**src/rtl/divider_toplevel.sv**
```systemverilog
// Sequential restoring divider: one quotient bit per clock, Load/Run/SW operator flow.
// Define DIVIDER_SIGNED_EN for two's-complement operands (adds a FIXUP cycle).
module divider_toplevel #(
  parameter int unsigned WIDTH = 8
) (
  input  logic             Clk,
  input  logic             Reset_n,
  input  logic             Load,
  input  logic             Run,
  input  logic [WIDTH-1:0] SW,
  output logic [WIDTH-1:0] Aval,
  output logic [WIDTH-1:0] Bval,
  output logic             Busy,
  output logic             Done,
  output logic             Div_by_zero
);

  localparam int unsigned CW = $clog2(WIDTH);

  typedef enum logic [1:0] {S_IDLE, S_CALC, S_FIXUP, S_DONE} state_t;

  state_t           state_q, state_d;
  logic [WIDTH-1:0] a_q, a_d;
  logic [WIDTH-1:0] q_q, q_d;
  logic [WIDTH-1:0] d_q, d_d;
  logic [CW-1:0]    cnt_q, cnt_d;
  logic             run_low_q, run_low_d;
  logic             busy_q, busy_d;
  logic             done_q, done_d;
  logic             dbz_q, dbz_d;
`ifdef DIVIDER_SIGNED_EN
  logic             negq_q, negq_d;
  logic             negr_q, negr_d;

  function automatic logic [WIDTH-1:0] abs_f(input logic [WIDTH-1:0] x);
    return x[WIDTH-1] ? (~x + WIDTH'(1)) : x;
  endfunction
`endif

  logic             start_c;
  logic [WIDTH:0]   a_sh_c;
  logic [WIDTH:0]   trial_c;

  // run_low_q resets to 0, so a Run held high through reset release is not an edge
  assign start_c = Run & run_low_q;
  assign a_sh_c  = {a_q, q_q[WIDTH-1]};
  assign trial_c = a_sh_c - {1'b0, d_q};

  always_comb begin
    state_d   = state_q;
    a_d       = a_q;
    q_d       = q_q;
    d_d       = d_q;
    cnt_d     = cnt_q;
    run_low_d = ~Run;
    busy_d    = busy_q;
    done_d    = done_q;
    dbz_d     = dbz_q;
`ifdef DIVIDER_SIGNED_EN
    negq_d    = negq_q;
    negr_d    = negr_q;
`endif
    if (Load) begin
      state_d = S_IDLE;
      q_d     = SW;
      a_d     = '0;
      busy_d  = 1'b0;
      done_d  = 1'b0;
    end else begin
      case (state_q)
        S_IDLE, S_DONE: begin
          if (start_c) begin
            d_d     = SW;
            a_d     = '0;
            done_d  = 1'b0;
            dbz_d   = 1'b0;
            cnt_d   = '0;
            busy_d  = 1'b1;
            state_d = S_CALC;
`ifdef DIVIDER_SIGNED_EN
            // Zero divisor keeps the raw dividend so it can be reported as remainder
            if (SW != '0) begin
              d_d    = abs_f(SW);
              q_d    = abs_f(q_q);
              negq_d = q_q[WIDTH-1] ^ SW[WIDTH-1];
              negr_d = q_q[WIDTH-1];
            end
`endif
          end
        end
        S_CALC: begin
          if (d_q == '0) begin
            a_d     = q_q;
            q_d     = '1;
            dbz_d   = 1'b1;
            done_d  = 1'b1;
            busy_d  = 1'b0;
            state_d = S_DONE;
          end else begin
            a_d   = trial_c[WIDTH] ? a_sh_c[WIDTH-1:0] : trial_c[WIDTH-1:0];
            q_d   = {q_q[WIDTH-2:0], ~trial_c[WIDTH]};
            cnt_d = cnt_q + CW'(1);
            if (cnt_q == CW'(WIDTH - 1)) begin
`ifdef DIVIDER_SIGNED_EN
              state_d = S_FIXUP;
`else
              state_d = S_DONE;
              done_d  = 1'b1;
              busy_d  = 1'b0;
`endif
            end
          end
        end
        S_FIXUP: begin
`ifdef DIVIDER_SIGNED_EN
          if (negq_q) q_d = ~q_q + WIDTH'(1);
          if (negr_q) a_d = ~a_q + WIDTH'(1);
          state_d = S_DONE;
          done_d  = 1'b1;
          busy_d  = 1'b0;
`else
          state_d = S_IDLE;
          busy_d  = 1'b0;
`endif
        end
        default: state_d = S_IDLE;
      endcase
    end
  end

  always_ff @(posedge Clk or negedge Reset_n) begin
    if (!Reset_n) begin
      state_q   <= S_IDLE;
      a_q       <= '0;
      q_q       <= '0;
      d_q       <= '0;
      cnt_q     <= '0;
      run_low_q <= 1'b0;
      busy_q    <= 1'b0;
      done_q    <= 1'b0;
      dbz_q     <= 1'b0;
`ifdef DIVIDER_SIGNED_EN
      negq_q    <= 1'b0;
      negr_q    <= 1'b0;
`endif
    end else begin
      state_q   <= state_d;
      a_q       <= a_d;
      q_q       <= q_d;
      d_q       <= d_d;
      cnt_q     <= cnt_d;
      run_low_q <= run_low_d;
      busy_q    <= busy_d;
      done_q    <= done_d;
      dbz_q     <= dbz_d;
`ifdef DIVIDER_SIGNED_EN
      negq_q    <= negq_d;
      negr_q    <= negr_d;
`endif
    end
  end

  assign Aval        = a_q;
  assign Bval        = q_q;
  assign Busy        = busy_q;
  assign Done        = done_q;
  assign Div_by_zero = dbz_q;

endmodule

```
**config.mk**
```make
export PLATFORM = sky130hd
export DESIGN_NAME = divider_toplevel
export DESIGN_NICKNAME = d
export VERILOG_FILES = /design/src/rtl/divider_toplevel.sv
export SDC_FILE = /design/constraint.sdc
export NUM_CORES = 1
export LEC_CHECK = 0
export ABC_CLOCK_PERIOD_IN_PS = 4300
export CORE_ASPECT_RATIO = 1.2
export CORE_MARGIN = 4
export CORE_UTILIZATION = 50
export CTS_BUF_LIST = sky130_fd_sc_hd__clkbuf_8 sky130_fd_sc_hd__clkbuf_16
export DETAILED_ROUTE_END_ITERATION = 8
export PLACE_DENSITY_LB_ADDON = 0.08
export SLEW_MARGIN = 10
export SYNTH_ARGS = -nofsm -noshare
export SYNTH_HDL_FRONTEND = slang
export SYNTH_SLANG_ARGS = --single-unit
```
**constraint.sdc**
```tcl
create_clock -name Clk -period 4.3 [get_ports Clk]
set_input_delay 0.86 -clock Clk [delete_from_list [all_inputs] [get_ports Clk]]
set_output_delay 0.86 -clock Clk [all_outputs]
set_load 0.01 [all_outputs]
```
# After elaboration in Yosys (flattened, before gate mapping)
# Cells that the tools add are included.
[op_classes]
add_sub_neg = 2
eq_ne = 9
mux = 28
bitwise = 4
n_reduce_logical = 12
[op_table]
columns = ["op", "n"]
rows = [
  ["$mux W8", 7],
  ["$pmux W8 S2", 1],
  ["$mux W1", 9],
  ["$sub A9 B8 Y9", 1],
  ["$logic_not A8 Y1", 1],
  ["$mux W2", 4],
  ["$reduce_and A4 Y1", 2],
  ["$mux W3", 2],
  ["$ne A2 B2 Y1 const B", 3],
  ["$pmux W2 S3", 1],
  ["$pmux W3 S2", 1],
  ["$reduce_and A3 Y1", 2],
  ["$eq A2 B2 Y1 const B", 2],
  ["$ne A4 B4 Y1 const B", 1],
  ["$pmux W1 S2", 2],
  ["$reduce_and A2 Y1", 2],
  ["$reduce_bool A2 Y1", 2],
  ["$add A3 B1 Y3 const B", 1],
  ["$eq A3 B3 Y1 const B", 1],
  ["$ne A3 B3 Y1 const B", 1],
  ["$not A1 Y1", 3],
  ["$pmux W1 S3", 1],
  ["$reduce_bool A3 Y1", 1],
  ["$eq A2 B1 Y1 const B", 1],
  ["3 further kinds", 3],
]
[totals]
reg_bits = 33
inputBits = 12
output_inout_bits = 19
wordCells = 64

# Longest topological paths before layout
# Gate-level depths: netlist of run 1.
[logic_depth]
ltp_word = 5
mapped_depth = 9
ltp_nobuf = 9

# Worst setup path after synthesis of run 1
# OpenSTA, ideal clock, no wires.
[synth_timing]
path_type = "reg2reg"
startpoint = "register q_q[7] (netlist: Bval[7])"
endpoint = "register a_q[4] (netlist: Aval[4])"
setup_ns = 0.087
arrival_ns = 2.176
t_required_ns = 4.213
slack_ns = 2.037
stages_incl_launch_ff = 10
path_buffers = 0
period_less_slack_ns = 2.263
cell_sequence = "dfrtp_1 > inv_1 > ha_1 > inv_1 > fa_1 > a211oi_2 > nor3_1 > mux2_2 > o211a_1 > a211oi_2"
[synth_between]
elab_chain_len = 5
[synth_rtl]
columns = ["item", "line_no", "source"]
rows = [
  ["start: declaration", "24", "logic [WIDTH-1:0] q_q, q_d;"],
  ["start signal: assignment", "149", "q_q <= q_d;"],
  ["$sub A9 B8 Y9", "47", "assign trial_c = a_sh_c - {1'b0, d_q};"],
  ["$mux W8", "100", "a_d = trial_c[WIDTH] ? a_sh_c[WIDTH-1:0] : trial_c[WIDTH-1:0];"],
  ["$mux W8", "92", "if (d_q == '0) begin"],
  ["$pmux W8 S2", "70", "case (state_q)"],
  ["$mux W8", "63", "if (Load) begin"],
  ["end signal: assignment", "134", "a_q <= '0;"],
  ["end signal: assignment", "148", "a_q <= a_d;"],
  ["end: declaration", "23", "logic [WIDTH-1:0] a_q, a_d;"],
]
# Every way passes these cells.
# A chain may end at the register's enable or synchronous reset.

# Worst setup path in the final report of run 1
[layout_timing]
startpoint = "input Load"
endpoint = "register a_q[7] (netlist: Aval[7])"
[layout_between]
elab_chain_len = 2
word_cells_on_any_way = 4
cone_classes = "eq/ne: 1; mux: 1; reduce/logical: 2"
[layout_rtl]
columns = ["item", "line_no", "source"]
rows = [
  ["start: declaration", "8", "input logic Load,"],
  ["$ne A3 B3 Y1 (no source line) / $reduce_bool A3 Y1 (equally long branches)", "-", ""],
  ["$reduce_and A2 Y1 (no source line)", "-", ""],
]
# Parallel ways exist; a longest one is shown, timed or not.

==> impl_metrics.tcl, run 1 <==
set metrics [dict create \
    drt_iter0_markers 91 \
    power.switching_mw 0.5550 \
    finalCritPeriodShare_pct 64.45 \
    relSlewSlack_pct 45.43 \
    start_util_pct 51.61 \
    path_class "input pin to register" \
    drive_above_1_share_pct 9.665 \
    ys.flop_type "dfrtp_1" \
    power_frac_clock_pct 18.4 \
    hold_violations 0 \
    routedWlPerCell_um 15.76 \
    insertion_delay_ps 290 \
    crit_path_end_kind "register" \
    fmaxAchievable_mhz 360.8 \
    cts_setup_buffers 0 \
    track_usage_pct 20.94 \
    dp_hpwl_um 3720 \
    rsz0062_at_grt "false" \
    fp.dieH_um 80.66 \
    holdCritPathClass "register to register" \
    p_int_mw 0.8530 \
    syn_area_mm2 0.002200 \
    cp_slowest_cell "clkdlybuf4s50_1" \
    critPathCapture "Aval[7]" \
    synth_nets 266 \
    worst_pin_slew_ps 818.5 \
    antennaDiodeCount 0 \
    h-tree-depth 2 \
    drv_cap 0 \
    clock_skew_ps 5.961 \
    setup_tns_ps 0 \
    power_density_mw_per_mm2 534.6 \
    holdBufCountCts 0 \
    cts_buffer_depth 2 \
    startpoint_type "input pin" \
    cts.clk_slew.worst_paths_ps 70 \
    synth-edff-count 0 \
    setup_ws_ps 1529 \
    ir_drop_mv 0.3359 \
    worst_ep_arrival_time_ps 2980 \
    rrSetupSlack_ps 1670 \
    leakagePower_nw 1.208 \
    setup_viol 0 \
    cp.required_ps 4510 \
    cp_slowest_stage_delay_ps 790 \
    grt_pass1_vias 1804 \
    cts_tree "done" \
    cp-startpoint "Load" \
    route.detailed.drc 0 \
    port_buffers 30 \
    synth_area_per_cell_um2 9.165 \
    ys_ff_latch 33 \
    vias 1904 \
    clock-sinks 33 \
    yosysSeqAreaShare_pct 37.54 \
    ys_types 52 \
    dp_slack_ps 1208 \
    swShare_pct 39.42 \
    comb_power_share_pct 48.4 \
    postCtsResizedCells 0 \
    reg2regPathDepth 9 \
    die_x_um 68.55 \
    cts-root-buf "clkbuf_8" \
    timing.rr.start "Bval[7]" \
    critPathMaxFanout 24 \
    drtAntennaViolNets 0 \
    yosysWarnings 0 \
    status "complete, no violations" \
    avgViaCountPerCell 5.858 \
    power.total_mw 1.408 \
    gp_congestion 0.8321 \
    fin_crit_ps 2771 \
    wirelength_um 5123 \
    grt_pass1_wl_um 8721 \
    fin_util_pct 61.80 \
    crit_path_cell_trace "clkdlybuf4s50_1, nand2b_1, nor2_1, a21boi_0, o32ai_1, a31oi_1" \
    grt_remaining_overflow 0 \
    grt_max_degree 34 \
    die-area_mm2 0.005529 \
    io_pins 31 \
    rr_endpoint "Aval[1]" \
    core_area_mm2 0.004262 \
    synth-async-reset-ratio_pct 100.0 \
    row_count 26 \
    drt_pass1_iterations 4 \
    areaGrowthSynthToFinish_pct 19.74 \
    final_nets 294 \
    holdWs_ps 489.6 \
    cts_inserted_buffers 5 \
    antenna_found_initial 0 \
    seqPwrFrac_pct 33.2 \
    syn_inst 240 \
    slew_violations 0 \
]
power groups by stage:
stage | clock (mW) | combinational (mW) | sequential, mW
2_1_floorplan | 0 | 0.491 | 0.461
3_3_place_gp | 0 | 0.671 | 0.470
3_5_place_dp | 0 | 0.678 | 0.472
4_1_cts | 0.264 | 0.684 | 0.467
5_1_grt | 0.280 | 0.762 | 0.480
6_report | 0.259 | 0.681 | 0.468
layout make-up:
class | instances | area (um^2)
multi-input cells | 181 | 1269
repair buffers | 31 | 307.8
clock inverters | 1 | 5.005
well taps | 56 | 70.07
fillers | 386 | 1628
flip-flops and latches | 33 | 825.8
clock buffers | 7 | 96.34
inverters | 16 | 60.06
worst min path at each step:
| stage | startpoint | endpoint | slack, ps | cells after the start |
|---|---|---|---|---|
| after floorplan | cnt_q[0] | cnt_q[0] | 460 | 1 |
| after global placement | cnt_q[2] | cnt_q[2] | 480 | 1 |
| after detailed placement | Busy | Busy | 480 | 1 |
| after CTS | Busy | Busy | 500 | 1 |
| after global routing | cnt_q[2] | cnt_q[2] | 520 | 1 |
| final | Busy | Busy | 490 | 1 |
critical path, delay by kind of cell:
family,cells,cell delay (ps)
compound gates,3,490
buf+inv,1,790
simple gates,2,840
state kept, by name, summed over array words and instances (netlist names):
name         cells
state_q          2
Bval             8
Div_by_zero      1
run_low_q        1
cnt_q            3
Done             1
Busy             1
d_q              8
Aval             8
per-stage QoR:
step,instances,area [um^2]
5_1_grt,325,2634
4_1_cts,325,2634
3_5_place_dp,317,2532
3_3_place_gp,317,2532
6_report,325,2634
2_1_floorplan,240,2200
routing by layer:
layer	global-route usage [%]	wire length, um	vias to the layer above
li1	-	-	941
met1	30.54	2456	913
met2	30.75	2376	43
met3	4.755	231	7
met4	5.567	59	0
met5	0	0	-
cell families after synthesis:
family / count (synthesis) / share of synthesized area [%]
fa+ha+maj: 14 / 8.305
xor+xnor: 3 / 1.195
buf+inv: 26 / 4.778
compound gates: 85 / 27.76
simple gates: 69 / 15.36
mux: 10 / 5.063
flops: 33 / 37.54
layout by cell type (no fill, tap or decap), types with 3 or more instances in the layout:
cell type        count
a21oi_1             13
ha_1                13
o21ai_0             18
nand2b_1             8
nor2_1              11
dfrtp_1             33
a31oi_1              3
clkdlybuf4s50_1     30
nor2b_1              5
nor3_1               6
o22ai_1              6
o211ai_1             3
nand3_1              6
a211oi_1             3
o211a_1              4
inv_1               16
a21o_1               3
clkbuf_8             7
mux2_2               9
o21a_1               7
nand2_1             23
cells in the mapped netlist (all sizes together), types with 3 or more instances:
cell type	count	share of area, %
clkbuf	6	1.1
nor3	6	1.4
a221oi	3	1.5
ha	13	7.4
a211oi	5	2.2
o211ai	3	1.0
o21a	7	2.4
buf	4	0.97
nor2	11	1.9
nand3	6	1.4
o211a	4	1.8
dfrtp	33	38
o22ai	6	1.7
a31oi	3	0.85
o21ai	18	4.1
nand2b	8	2.3
a21oi	14	3.4
nand2	23	3.9
a21o	3	1.0
inv	16	2.7
mux2	9	4.6
nor2b	5	1.4
No activity file was read; power rests on OpenSTA's default activity.
==> run 2, diff against run 1 <==
ABC_CLOCK_PERIOD_IN_PS = 2700   (was 4300)
clock period = 2.7 ns   (was 4.3 ns; I/O delays follow)
==> run 2 against run 1 <==
  * Via count up 1.6%
  * Register-to-register slack worse by 1400 ps
  * Clock power is 39% higher
  * Final area grew 1.6%
  * Hold slack better by 5.8 ps
  * Critical path depth up 3
  * Routed wire length up 6.0%
  * Sequential share of layout area down 0.48 points
  * Cell count up 2.5%
  * Largest cell class unchanged
==> impl_metrics.tcl, run 2 (synthesis results as in run 1) <==
set metrics [dict create \
    rr_endpoint "Bval[0]" \
    route.detailed.drc 0 \
    drt_iter0_markers 108 \
    grt_remaining_overflow 0 \
    status "complete, no violations" \
    dpl.cell_count 325 \
    drv_cap 0 \
    path_delay_family "compound AO/OA/AOI/OAI gates" \
    dp_hpwl_um 4058 \
    rrSetupSlack_ps 260 \
    startpoint_type "register" \
    hold_violations 0 \
    fmaxAchievable_mhz 410.0 \
    worst_path_most_repeated_cell "inv_1" \
    leakagePower_nw 1.243 \
    drt_pass1_iterations 4 \
    core_area_mm2 0.004262 \
    slew_violations 0 \
    drive_above_1_share_pct 11.91 \
    ir_drop_mv 0.4684 \
    avgViaCountPerCell 5.808 \
    h-tree-depth 2 \
    fin_util_pct 62.77 \
    reg2regPathDepth 9 \
    holdBufCountCts 0 \
    grt_max_degree 34 \
    cp_num_buf_inv 2 \
    crit_path_cell_trace "inv_1, ha_1, inv_1, fa_1, a211oi_2, nor3_1, mux2_2, o32ai_1, o21ai_0" \
    cts_tree "done" \
    cts_inserted_buffers 5 \
    die-area_mm2 0.005529 \
    finalCritPeriodShare_pct 90.33 \
    crit_path_end_kind "register" \
    port_buffers 30 \
    mostFrequentLayoutCells "33 x dfrtp_1, 30 x clkdlybuf4s50_1, 23 x nand2_1, 18 x o21ai_0, 17 x inv_1" \
    fin_crit_ps 2439 \
    fillerInstances 381 \
    areaGrowthSynthToFinish_pct 21.62 \
    cts_setup_buffers 0 \
    setup_viol 0 \
    holdWs_ps 495.4 \
    path_class "register to register" \
    cp_slowest_stage_delay_ps 430 \
    clock_skew_ps 6.744 \
    holdCritPathClass "register to register" \
    antennaDiodeCount 0 \
    setup_tns_ps 0 \
    die_x_um 68.55 \
    insertion_delay_ps 280 \
    fp.dieH_um 80.66 \
    cts-root-buf "clkbuf_8" \
    layout_commonest_cell "dfrtp_1" \
    cp_slowest_cell "fa_1" \
    cts_buffer_depth 2 \
    cp.required_ps 2860 \
    routedWlPerCell_um 16.31 \
    rsz0062_at_grt "false" \
    track_usage_pct 22.52 \
    relSlewSlack_pct 60.01 \
    hp-start "cnt_q[0]" \
    start_util_pct 51.61 \
    gp_congestion 0.8313 \
    postCtsResizedCells 0 \
    vias 1934 \
    wirelength_um 5432 \
    power_density_mw_per_mm2 837.8 \
    worst_pin_slew_ps 594.4 \
    instances_no_fill 333 \
    cts.clk_slew.worst_paths_ps 70 \
    path_depth 9 \
    io_pins 31 \
    min_to "cnt_q[0]" \
    worst_ep_arrival_time_ps 2600 \
    row_count 26 \
    min_path_cells 1 \
    timing.rr.start "Bval[7]" \
    drtAntennaViolNets 0 \
    clock-sinks 33 \
    grt_pass1_vias 1914 \
    grt_pass1_wl_um 9328 \
    antenna_found_initial 0 \
    final_nets 302 \
    critPathMaxFanout 8 \
]
## run 2: cell count changes in the layout (fill, tap and decap cells not counted), sizes merged
| cell | previous run | this run |
|---|---|---|
| clkinv | 1 | 2 |
| clkbuf | 7 | 5 |
| buf | 1 | 9 |
| inv | 16 | 17 |
## run 2: stage by stage
step / area [um^2] / setup slack, ps / total power, mW
after global routing: 2675 / 58.04 / 2.422
after floorplan: 2200 / 437.1 / 1.516
after detailed placement: 2592 / 287.9 / 1.876
after CTS: 2675 / 274.2 / 2.245
after global placement: 2592 / 364.0 / 1.855
final: 2675 / 261.0 / 2.241
## run 2: power by group
group | internal [mW] | switching [mW] | total (mW)
clock | 0.175 | 0.184 | 0.359
sequential | 0.622 | 0.125 | 0.747
combinational | 0.536 | 0.600 | 1.14
total | 1.33 | 0.908 | 2.24
## run 2: cell type report
| cell class | count | area [um^2] | share of cell area [%] |
|---|---|---|---|
| inverters | 16 | 60.06 | 2.245 |
| clock inverters | 3 | 13.76 | 0.5145 |
| multi-input cells | 181 | 1269 | 47.43 |
| well taps | 56 | 70.07 | 2.619 |
| flip-flops and latches | 33 | 825.8 | 30.87 |
| repair buffers | 39 | 367.9 | 13.75 |
| clock buffers | 5 | 68.82 | 2.572 |
## run 2: how the worst max path moves through the flow
stage                          to  slack, ps  startpoint
final                     Bval[0]        260     Bval[7]
after global routing      Bval[0]         60     Bval[7]
after CTS                 Bval[0]        270     Bval[7]
after detailed placement  Bval[0]        290     Bval[7]
after global placement    Bval[0]        360     Bval[7]
after floorplan           Aval[4]        440     Bval[7]
## run 2: metal layers
layer	global-route usage [%]	routed length [um]
met2	34.38	2522
met4	6.163	65
met3	4.336	241
met5	0	0
met1	32.04	2602
==> run 3, diff against run 2 <==
--- a/config.mk
+++ b/config.mk
@@ -13,5 +13,5 @@
 export DETAILED_ROUTE_END_ITERATION = 8
 export PLACE_DENSITY_LB_ADDON = 0.08
-export SLEW_MARGIN = 10
+export SLEW_MARGIN = 40
 export SYNTH_ARGS = -nofsm -noshare
 export SYNTH_HDL_FRONTEND = slang
==> constraint.sdc (replaced) <==
create_clock -name Clk -period 2.7 [get_ports Clk]
set_input_delay 0.405 -clock Clk [delete_from_list [all_inputs] [get_ports Clk]]
set_output_delay 0.405 -clock Clk [all_outputs]
set_load 0.01 [all_outputs]
==> run 3 against run 2 <==
  * Utilization increased by 0.79 points
  * Clock skew is 0.77 ps lower
  * Highest routed layer unchanged
  * Clock power rose by 33%
  * Maximum frequency fell by 0.16%
  * Count of clock-buffer cells in the layout is 1 higher
  * Largest power group unchanged
==> impl_metrics.tcl, run 3 (synthesis results as in run 1) <==
set metrics [dict create \
    postCtsResizedCells 0 \
    port_buffers 30 \
    relSlewSlack_pct 64.57 \
    cp_slowest_cell "fa_1" \
    worst_pin_slew_ps 526.6 \
    avgViaCountPerCell 5.784 \
    grtUsageMet3_pct 4.336 \
    layout_commonest_cell "dfrtp_1" \
    setup_tns_ps 0 \
    grt_remaining_overflow 0 \
    slew_violations 0 \
    status "complete, no violations" \
    power_density_mw_per_mm2 871.8 \
    finalCritPeriodShare_pct 90.48 \
    fp.dieH_um 80.66 \
    cp-startpoint "Bval[7]" \
    cts_buffer_depth 2 \
    final_nets 302 \
    routedWlPerCell_um 16.39 \
    areaGrowthSynthToFinish_pct 23.15 \
    reg2regPathDepth 9 \
    insertion_delay_ps 280 \
    drive_above_1_share_pct 11.91 \
    rrSetupSlack_ps 260 \
    drtAntennaViolNets 0 \
    swShare_pct 38.40 \
    io_pins 31 \
    row_count 26 \
    grt.busiest_layer "met2" \
    crit_path_end_kind "register" \
    vias 1926 \
    cp.required_ps 2900 \
    rr_endpoint "Aval[4]" \
    timing.rr.start "Bval[7]" \
    grt_use_met2_pct 36.58 \
    drt_pass1_iterations 4 \
    rsz0062_at_grt "false" \
    mostFrequentLayoutCells "33 x dfrtp_1, 30 x clkdlybuf4s50_1, 23 x nand2_1, 18 x o21ai_0, 17 x inv_1" \
    dpl.cell_count 325 \
    crit_path_cell_trace "inv_1, ha_1, inv_1, fa_1, a211oi_2, nor3_1, mux2_2, o211a_1, a211oi_2" \
    die-area_mm2 0.005529 \
    route.detailed.drc 0 \
    path_class "register to register" \
    grt_pass1_vias 1976 \
    cts_tree "done" \
    power.switching_mw 0.9069 \
    dp_hpwl_um 4055 \
    h-tree-depth 2 \
    cts_inserted_buffers 5 \
    grt_max_degree 34 \
    min_to "Busy" \
    critPathMaxFanout 8 \
    setup_viol 0 \
    drv_cap 0 \
    hp-start "Busy" \
    fmaxAchievable_mhz 409.4 \
    holdBufCountCts 0 \
    cp_slowest_stage_delay_ps 440 \
    wirelength_um 5458 \
    power_frac_clock_pct 20.1 \
    leakagePower_nw 1.257 \
    gp_congestion 0.8307 \
    clock_skew_ps 5.978 \
    seqPwrFrac_pct 31.8 \
    holdWs_ps 492.9 \
    clock-sinks 33 \
    worst_ep_arrival_time_ps 2640 \
    start_util_pct 51.61 \
    drt_iter0_markers 130 \
    cts-root-buf "clkbuf_8" \
    antenna_found_initial 0 \
    hold_violations 0 \
    grtUsageMet1_pct 31.56 \
    p_int_mw 1.455 \
    comb_power_share_pct 48.1 \
    instances_no_fill 333 \
    holdCritPathClass "register to register" \
    fin_crit_ps 2443 \
    ir_drop_mv 0.5319 \
    die_x_um 68.55 \
    antennaDiodeCount 0 \
    cts.clk_slew.worst_paths_ps 70 \
    core_area_mm2 0.004262 \
    cts_setup_buffers 0 \
    fin_util_pct 63.56 \
    min_path_cells 1 \
    startpoint_type "register" \
    track_usage_pct 22.90 \
    grt_pass1_wl_um 9563 \
]
-- run 3: changes by cell type in the layout (fill, tap and decap cells not counted) --
cell and delta:
bufinv_16 +1, clkbuf_8 +1, clkinv_2 -2
-- run 3: metal layers --
| layer | wire length (um) | vias to the layer above | share of wire, % |
|---|---|---|---|
| met5 | 0 | - | 0 |
| met4 | 39 | 0 | 0.71 |
| met3 | 190 | 4 | 3.5 |
| li1 | - | 957 | - |
| met1 | 2576 | 926 | 47 |
| met2 | 2652 | 39 | 49 |
-- run 3: cell type report --
cell class / instances / area (um^2)
multi-input combinational: 181 / 1269
tap: 56 / 70.07
clock inverter: 2 / 33.78
sequential: 33 / 825.8
inverter: 16 / 60.06
fill: 373 / 1553
timing repair buffer: 39 / 367.9
clock buffer: 6 / 82.58
-- run 3: power by group through the flow --
| stage | Combinational (mW) | Sequential, mW | Clock, mW |
|---|---|---|---|
| detailed placement | 1.12 | 0.758 | 0 |
| floorplan | 0.781 | 0.734 | 0 |
| CTS | 1.14 | 0.752 | 0.489 |
| finish | 1.14 | 0.751 | 0.476 |
| global placement | 1.12 | 0.747 | 0 |
| global route | 1.27 | 0.769 | 0.511 |
-- run 3: critical path, delay by kind of cell, from the launching register on --
family	cells	cell delay (ps)
flip-flops	1	390
adder cells (fa/ha/maj)	2	620
buffers and inverters	2	160
AND/OR/NAND/NOR	1	120
AO/OA/AOI/OAI	3	710
multiplexers	1	360
-- run 3: worst max path at each step --
stage | endpoint | slack [ps] | cells past startpoint
floorplan | Aval[4] | 440 | 9
global placement | Aval[4] | 350 | 9
detailed placement | Aval[4] | 290 | 9
CTS | Aval[4] | 270 | 9
global route | Aval[4] | 80 | 9
finish | Aval[4] | 260 | 9
-- run 3: metrics by stage --
stage	cell area (um^2)	setup WS, ps	power [mW]
6_report	2709	257.1	2.362
5_1_grt	2709	79.01	2.553
4_1_cts	2709	266.9	2.378
3_5_place_dp	2592	288.8	1.882
3_3_place_gp	2592	354.4	1.864
2_1_floorplan	2200	437.1	1.516
